===== config.mk =====
export PLATFORM = sky130hd
export DESIGN_NAME = adat_frame_reader
export DESIGN_NICKNAME = d
export VERILOG_FILES = /design/src/rtl/adat_frame_reader.sv
export SDC_FILE = /design/constraint.sdc
export NUM_CORES = 1
export LEC_CHECK = 0
export ABC_AREA = 0
export CAP_MARGIN = 0
export CORE_ASPECT_RATIO = 1.2
export CORE_MARGIN = 2
export CORE_UTILIZATION = 46
export CTS_BUF_LIST = sky130_fd_sc_hd__clkbuf_16
export DETAILED_ROUTE_END_ITERATION = 10
export HOLD_SLACK_MARGIN = 0.15
export PLACE_DENSITY = 0.76
export SYNTH_ARGS = -nofsm -noshare
export SYNTH_HDL_FRONTEND = slang
export SYNTH_SLANG_ARGS = --single-unit

===== constraint.sdc =====
create_clock -name clk_i -period 1.95 [get_ports clk_i]
set_clock_uncertainty 0.15 [all_clocks]
set_input_delay 0.2925 -clock clk_i [delete_from_list [all_inputs] [get_ports clk_i]]
set_output_delay 0.2925 -clock clk_i [all_outputs]
set_load 0.02 [all_outputs]

===== src/rtl/adat_frame_reader.sv =====
`timescale 1ns/1ps
`default_nettype none
// ============================================================================
// Module   : adat_frame_reader
// Brief    : Reads completed ADAT frames from the bit-serial channel buffer and
//            streams each channel slot as a parallel sample (valid/ready).
//            Define ADAT_FRAME_READER_OVERRUN_CNT_EN to add overrun_count_o.
// Revision : 1.0 - initial release
// ============================================================================
module adat_frame_reader #(
    parameter int CIRC_BUF_BITS = 3,
    parameter int CHANNELS      = 8,
    parameter int SAMPLE_WIDTH  = 24
) (
    input  logic                     clk_i,
    input  logic                     reset_n_i,
    input  logic                     has_sync_i,
    input  logic [CIRC_BUF_BITS-1:0] last_good_frame_idx_i,
    input  logic [3:0]               user_bits_i,
    output logic [CIRC_BUF_BITS+7:0] ram_read_addr_o,
    input  logic                     ram_read_data_i,
    output logic [SAMPLE_WIDTH-1:0]  sample_o,
    output logic [2:0]               channel_o,
    output logic [3:0]               user_bits_o,
    output logic                     first_o,
    output logic                     valid_o,
    input  logic                     ready_i,
    output logic                     busy_o,
    output logic                     overrun_o
`ifdef ADAT_FRAME_READER_OVERRUN_CNT_EN
    ,
    output logic [15:0]              overrun_count_o
`endif
);

    typedef enum logic [1:0] {
        IDLE = 2'd0,
        LOAD = 2'd1,
        OUT  = 2'd2
    } state_t;

    state_t                   state;
    state_t                   state_nxt;
    logic [CIRC_BUF_BITS-1:0] prev_idx;
    logic [CIRC_BUF_BITS-1:0] frame_idx;
    logic [CIRC_BUF_BITS-1:0] pend_idx;
    logic [CIRC_BUF_BITS-1:0] start_idx;
    logic                     pending;
    logic [2:0]               channel;
    logic [2:0]               channel_inc;
    logic [5:0]               bit_cnt;
    logic                     frame_event;
    logic                     start;
    logic                     last_bit;
    logic                     last_chan;
    logic                     overrun_set;
    logic [SAMPLE_WIDTH-1:0]  sample_shift;

    assign frame_event = has_sync_i && (last_good_frame_idx_i != prev_idx);
    assign start       = (state == IDLE) && (frame_event || (pending && has_sync_i));
    assign start_idx   = pending ? pend_idx : last_good_frame_idx_i;
    assign last_bit    = (bit_cnt == 6'(SAMPLE_WIDTH));
    assign last_chan   = (channel == 3'(CHANNELS - 1));
    assign channel_inc = channel + 3'd1;
    assign overrun_set = frame_event && (state != IDLE) && pending;
    assign channel_o   = channel;

    generate
        if (SAMPLE_WIDTH == 1) begin : g_shift_single
            assign sample_shift = ram_read_data_i;
        end else begin : g_shift_multi
            assign sample_shift = {sample_o[SAMPLE_WIDTH-2:0], ram_read_data_i};
        end
    endgenerate

    always_ff @(posedge clk_i or negedge reset_n_i) begin
        if (!reset_n_i) begin
            state <= IDLE;
        end else begin
            state <= state_nxt;
        end
    end

    always_comb begin
        state_nxt = state;
        valid_o   = 1'b0;
        busy_o    = 1'b0;
        first_o   = 1'b0;
        case (state)
            IDLE: begin
                if (start) begin
                    state_nxt = LOAD;
                end
            end
            LOAD: begin
                busy_o = 1'b1;
                if (last_bit) begin
                    state_nxt = OUT;
                end
            end
            OUT: begin
                busy_o  = 1'b1;
                valid_o = 1'b1;
                first_o = (channel == 3'd0);
                if (ready_i) begin
                    state_nxt = last_chan ? IDLE : LOAD;
                end
            end
            default: state_nxt = IDLE;
        endcase
    end

    always_ff @(posedge clk_i or negedge reset_n_i) begin
        if (!reset_n_i) begin
            prev_idx        <= '0;
            frame_idx       <= '0;
            pend_idx        <= '0;
            pending         <= 1'b0;
            channel         <= 3'd0;
            bit_cnt         <= 6'd0;
            sample_o        <= '0;
            user_bits_o     <= 4'd0;
            ram_read_addr_o <= '0;
            overrun_o       <= 1'b0;
        end else begin
            prev_idx  <= last_good_frame_idx_i;
            overrun_o <= overrun_set;

            // A coincident event in IDLE takes the slot freed by the starting frame.
            if (!has_sync_i) begin
                pending <= 1'b0;
            end else if (frame_event) begin
                pend_idx <= last_good_frame_idx_i;
                if (state != IDLE) begin
                    pending <= 1'b1;
                end
            end else if (state == IDLE) begin
                pending <= 1'b0;
            end

            case (state)
                IDLE: begin
                    if (start) begin
                        frame_idx       <= start_idx;
                        user_bits_o     <= user_bits_i;
                        channel         <= 3'd0;
                        bit_cnt         <= 6'd0;
                        ram_read_addr_o <= {start_idx, 3'd0, 5'd0};
                    end
                end
                LOAD: begin
                    bit_cnt <= bit_cnt + 6'd1;
                    // Read data trails the address by one cycle.
                    if (bit_cnt != 6'd0) begin
                        sample_o <= sample_shift;
                    end
                    if (bit_cnt < 6'(SAMPLE_WIDTH - 1)) begin
                        ram_read_addr_o[4:0] <= ram_read_addr_o[4:0] + 5'd1;
                    end
                end
                OUT: begin
                    if (ready_i && !last_chan) begin
                        channel         <= channel_inc;
                        bit_cnt         <= 6'd0;
                        ram_read_addr_o <= {frame_idx, channel_inc, 5'd0};
                    end
                end
                default: ;
            endcase
        end
    end

`ifdef ADAT_FRAME_READER_OVERRUN_CNT_EN
    always_ff @(posedge clk_i or negedge reset_n_i) begin
        if (!reset_n_i) begin
            overrun_count_o <= 16'd0;
        end else if (overrun_set && (overrun_count_o != 16'hFFFF)) begin
            overrun_count_o <= overrun_count_o + 16'd1;
        end
    end
`endif

endmodule
`default_nettype wire

==> results.json, run 1 <==
{
  "p_leak_nw": 1.97,
  "end_kind": "flop",
  "gr-total-overflow": 0,
  "critical_path.max_fanout": 24,
  "io_pins": 58,
  "r2r_slack_ns": -0.11,
  "firstDrtPassIters": 4,
  "cts_made_buffers": 9,
  "viasPerCell": 5.12,
  "synth-seq-cells": 58,
  "syn_nets": 244,
  "grt_pass1_vias": 2060,
  "worst-setup-path-type": "flop to flop",
  "wl_per_cell_microns": 14.5,
  "hold_path.class": "input port to async pin",
  "hold_violations": 0,
  "finalSetupViolCount": 30,
  "tightest_slew_ns": 0.551,
  "p_per_area_nw_per_um2": 1440,
  "synthDistinctLibCells": 46,
  "period_minus_slack_ns": 2.06,
  "synth_edf_count": 0,
  "synth_top_area_share_pct": 51.6,
  "cts-root-buf": "clkbuf_16",
  "relSlewSlack_pct": 63.2,
  "drtAntennaViolNets": 0,
  "crit_required_ns": 2.00,
  "die_h_microns": 89.6,
  "fin_total_pwr_mw": 5.96,
  "clk_latency_ns": 0.32,
  "worstSetupStartpointType": "flop",
  "maxCapViolCount": 0,
  "cts_tree": "built",
  "synthTopCellsByArea": "dfrtp_1 (52%), mux2_2 (15%), ha_1 (5.3%)",
  "peakVddDrop_uv": 940,
  "dp_hpwl_microns": 4020,
  "drtIter0Drc": 95,
  "synthFlopType": "dfrtp_1",
  "nNetsFinal": 344,
  "yosys_warnings": 0,
  "whs_ns": 0.356,
  "numPortBuffers": 57,
  "fin_ws_ns": -0.113,
  "status": "finished, violations left",
  "die_w_microns": 75.4,
  "nFillCells": 461,
  "gp_congestion": 0.758,
  "diodes": 0,
  "track_usage_pct": 19.0,
  "failed_checks": "setup timing",
  "synthToLayoutAreaGrowth_pct": 47.0,
  "max_freq_ghz": 0.485,
  "fin_util_pct": 69.2,
  "clk_pin_slew_worst_paths_ns": 0.05,
  "syn_area_per_cell_sq_um": 12.8,
  "coreArea_sq_um": 5970,
  "initial_utilization_pct": 47.0,
  "finalMaxSlewViolations": 0,
  "grt_first_pass_wirelength_microns": 9500,
  "drive_gt1_share_pct": 38.4,
  "wl_microns": 5890,
  "dp_slack_ns": -0.192,
  "drc": 0,
  "synth_cells": 220,
  "grt_max_degree": 36,
  "clock_path_buffers": 2,
  "synth.most_common_cell": "dfrtp_1",
  "synthArstFlopShare_pct": 100,
  "synth_area_sq_um": 2810,
  "cp_data_arrival_time_ns": 2.11,
  "rsz0062_at_grt": "yes",
  "die-area_sq_um": 6750,
  "htreeDepth": 3,
  "dr_total_vias": 2074,
  "cts.sinks": 58,
  "synth_commonest_cells": "dfrtp_1 (58), mux2_2 (38), inv_1 (15)",
  "antenna_found_initial": 0,
  "yosysSeqAreaShare_pct": 51.6,
  "num_rows": 31,
  "period_share_pct": 106,
  "yosysTopAreaCell": "dfrtp_1"
}
[per-layer routing]
layer  global-route usage (%)  vias to the layer above  part of all wire [%]
met5                        0                        -                     0
met4                     9.09                        0                   1.9
met3                     5.69                        9                   5.0
met2                     31.5                       64                    51
met1                     22.4                     1015                    42
li1                         -                      986                     -
[registers in the layout, indices dropped and copies added (netlist names)]
name and cells:
bit_cnt 6, frame_idx 3, sample_o 24, ram_read_addr_o 11, overrun_o 1, user_bits_o 4
state 2, pend_idx 3, prev_idx 3, pending 1
[report_power, final]
part	internal [mW]	switching (mW)
combinational	1.54	1.35
clock	0.827	0.496
sequential	1.53	0.220
[through the flow]
stage               cell area (sq um)  setup TNS, ns  std cells
finish                           4130          -2.73        405
detailed placement               3720          -6.11        382
floorplan                        2840          -2.00        220
global route                     4130          -4.44        405
CTS                              4050          -2.52        401
global placement                 3720          -4.84        382
[critical path, cell delays in order, from the launching register on]
cell and delay [ns]:
dfrtp_1 0.38, inv_2 0.08, ha_4 0.12, or3b_4 0.40
o31ai_4 0.23, buf_12 0.21, mux2_2 0.35
[cell type report]
class                      count  area (sq um)  share of cell area [%]
sequential                    58          1450                    35.2
multi-input combinational    136          1350                    32.7
timing repair buffer         100           917                    22.2
clock buffer                   9           225                    5.45
tap                           82           103                    2.48
inverter                      15          56.3                    1.36
clock inverter                 5          23.8                   0.575
[logic make-up after synthesis]
kind of cell               synth area share, %
xor gates and xnor gates                 0.935
buffers and inverters                     4.59
DFF                                       51.6
muxes                                     18.1
adders and majority gates                 5.70
AOI/OAI and AO/OA                         9.71
and+or+nand+nor                           9.35
[final timing paths]
check	start	endpoint	cells after the start
max	bit_cnt[0]	sample_o[15]	6
min	reset_n_i	user_bits_o[0]	2
max reg2reg	bit_cnt[0]	sample_o[15]	6
min reg2reg	sample_o[23]	sample_o[23]	1
max in group asynchronous	reset_n_i	sample_o[2]	3
min in group clk_i	sample_o[23]	sample_o[23]	1
[timing repair]
item                                    CTS  global route
pin swaps                                 6             6
buffers inserted                          4             4
hold endpoints to repair                 23             0
hold buffers                              1             0
endpoints found under the setup margin   39            46
gates resized for setup                  19            12
gates cloned                              0             0
[placed cells by master (no fill, tap or decap), types with 2 or more instances in the layout]
master	n
a32o_1	2
ha_1	6
and3_1	4
inv_1	12
xnor2_1	3
inv_2	3
clkinv_2	4
mux2_4	2
o31ai_2	2
a221o_1	5
dlygate4sd2_1	3
a31o_2	3
ha_4	5
and4b_1	3
dfrtp_1	56
a21oi_1	7
buf_4	39
nand2b_1	3
clkbuf_16	9
buf_2	2
nand2_1	11
dlymetal6s2s_1	2
buf_12	2
clkdlybuf4s50_1	49
mux2i_1	8
nor2_1	3
mux2_2	36
dfrtp_2	2
nand3_1	3
No activity file was read; power rests on OpenSTA's default activity.
==> run 2, diff against run 1 <==
Settings changed: GPL_ROUTABILITY_DRIVEN set to 0.
==> results of run 2 <==
Same layout as run 1: the final DEF is identical, and so are final timing and power.
==> run 3, diff against run 2 <==
Settings changed: PLACE_DENSITY 0.76 to 0.73.
==> results.json, run 3 (same netlist as run 1, synthesis figures left out) <==
{
  "status": "finished, violations left",
  "failed_checks": "setup timing",
  "hold_violations": 0,
  "num_rows": 31,
  "drtAntennaViolNets": 0,
  "period_minus_slack_ns": 2.11,
  "cts_made_buffers": 9,
  "top_layer": "met4",
  "wl_microns": 6510,
  "max_stage_delay_ns": 0.41,
  "layout_commonest_cell": "dfrtp_1",
  "p_per_area_nw_per_um2": 1480,
  "period_share_pct": 108,
  "tightest_slew_ns": 0.507,
  "dp_hpwl_microns": 4220,
  "fin_total_pwr_mw": 6.30,
  "htreeDepth": 3,
  "antenna_found_initial": 0,
  "track_usage_pct": 19.3,
  "grt_max_degree": 25,
  "die-area_sq_um": 6750,
  "finalMaxSlewViolations": 0,
  "cts_tree": "built",
  "finalSetupViolCount": 31,
  "io_pins": 58,
  "coreArea_sq_um": 5970,
  "nFillCells": 434,
  "nNetsFinal": 349,
  "whs_ns": 0.324,
  "cts.sinks": 58,
  "wl_per_cell_microns": 15.8,
  "crit_required_ns": 2.00,
  "final_cell_mix": "dfrtp_1 (56), clkdlybuf4s50_1 (51), buf_4 (39)",
  "r2r_slack_ns": -0.16,
  "clk_latency_ns": 0.32,
  "cts-root-buf": "clkbuf_16",
  "grt_pass1_vias": 2032,
  "drc": 0,
  "largest_reg_flops": 24,
  "multi_input_area_sq_um": 1380,
  "max_freq_ghz": 0.475,
  "maxCapViolCount": 0,
  "crit_slowest_cell": "or3b_4",
  "peakVddDrop_uv": 1020,
  "gr-total-overflow": 0,
  "worstSetupStartpointType": "flop",
  "initial_utilization_pct": 47.0,
  "dr_total_vias": 2098,
  "wl_met2_microns": 3450,
  "fin_ws_ns": -0.157,
  "hold_path.class": "input port to async pin",
  "die_h_microns": 89.6,
  "clock_path_buffers": 2,
  "reg_top3": "sample_o x24, ram_read_addr_o x11, bit_cnt x6",
  "synthToLayoutAreaGrowth_pct": 51.6,
  "die_w_microns": 75.4,
  "grt_first_pass_wirelength_microns": 9560,
  "numPortBuffers": 57,
  "wl_met3_microns": 273,
  "relSlewSlack_pct": 66.2,
  "viasPerCell": 5.10,
  "path_buf_inv": 3,
  "met1Wirelength_microns": 2640,
  "p_leak_nw": 2.04,
  "fin_util_pct": 71.3,
  "drtIter0Drc": 42,
  "cp_top_family": "simple AND/OR/NAND/NOR gates",
  "register_area_sq_um": 1450,
  "firstDrtPassIters": 4,
  "drive_gt1_share_pct": 38.6,
  "cp_data_arrival_time_ns": 2.15,
  "end_kind": "flop",
  "critical_path.max_fanout": 6,
  "path_cells": "inv_2 > ha_1 > or3b_4 > o31ai_4 > buf_6 > clkbuf_16 > mux2_2",
  "clk_pin_slew_worst_paths_ns": 0.05,
  "rsz0062_at_grt": "yes",
  "regMostFlops": "sample_o",
  "diodes": 0,
  "worst-setup-path-type": "flop to flop"
}
==> run 3: cell types whose count changed in the layout (fill, tap and decap cells not counted), sizes merged <==
cell / change
buf: +3
bufinv: +1
clkbuf: +3
clkdlybuf4s15: -1
clkdlybuf4s50: +2
clkinv: -1
dlymetal6s2s: -2
inv: +1
==> run 3: worst paths after layout <==
path,startpoint,endpoint,cells after the start
worst max-delay path,bit_cnt[0],sample_o[1],7
worst min-delay path,reset_n_i,sample_o[19],2
worst max register to register,bit_cnt[0],sample_o[1],7
worst min register to register,pend_idx[1],pend_idx[1],1
max in group asynchronous,reset_n_i,sample_o[8],3
min in group clk_i,pend_idx[1],pend_idx[1],1
==> run 3: through the flow <==
step,setup slack [ns],TNS [ns],area (sq um),std cells
2_1_floorplan,-0.0953,-2.00,2840,220
6_report,-0.157,-3.13,4260,411
3_3_place_gp,-0.194,-5.49,3730,384
4_1_cts,-0.119,-2.85,4090,402
3_5_place_dp,-0.239,-6.63,3730,384
5_1_grt,-0.220,-5.64,4260,411
==> run 3: timing repair <==
item / CTS / global route
gates cloned: 0 / 3
resized for setup: 19 / 24
endpoints found under the hold margin: 18 / 0
setup buffers: 2 / 7
pin swaps: 4 / 4
hold buffers: 1 / 0
setup endpoints to repair: 40 / 46
==> run 3: layer usage <==
layer	vias up	global-route usage (%)
li1	995	-
met1	1040	22.3
met2	54	33.0
met3	9	5.92
met4	0	8.29
met5	-	0
==> run 3: power breakdown <==
part	internal, mW	switching, mW	total, mW
Combinational	1.67	1.41	3.07
Sequential	1.53	0.249	1.78
Clock	0.958	0.485	1.44
==> run 3: final cells by class <==
cell class	count	share of cell area, %
multi-input cells	136	32.4
clock inverters	6	1.20
repair buffers	105	23.2
well taps	82	2.41
inverters	15	1.32
clock buffers	9	5.29
flip-flops and latches	58	34.1
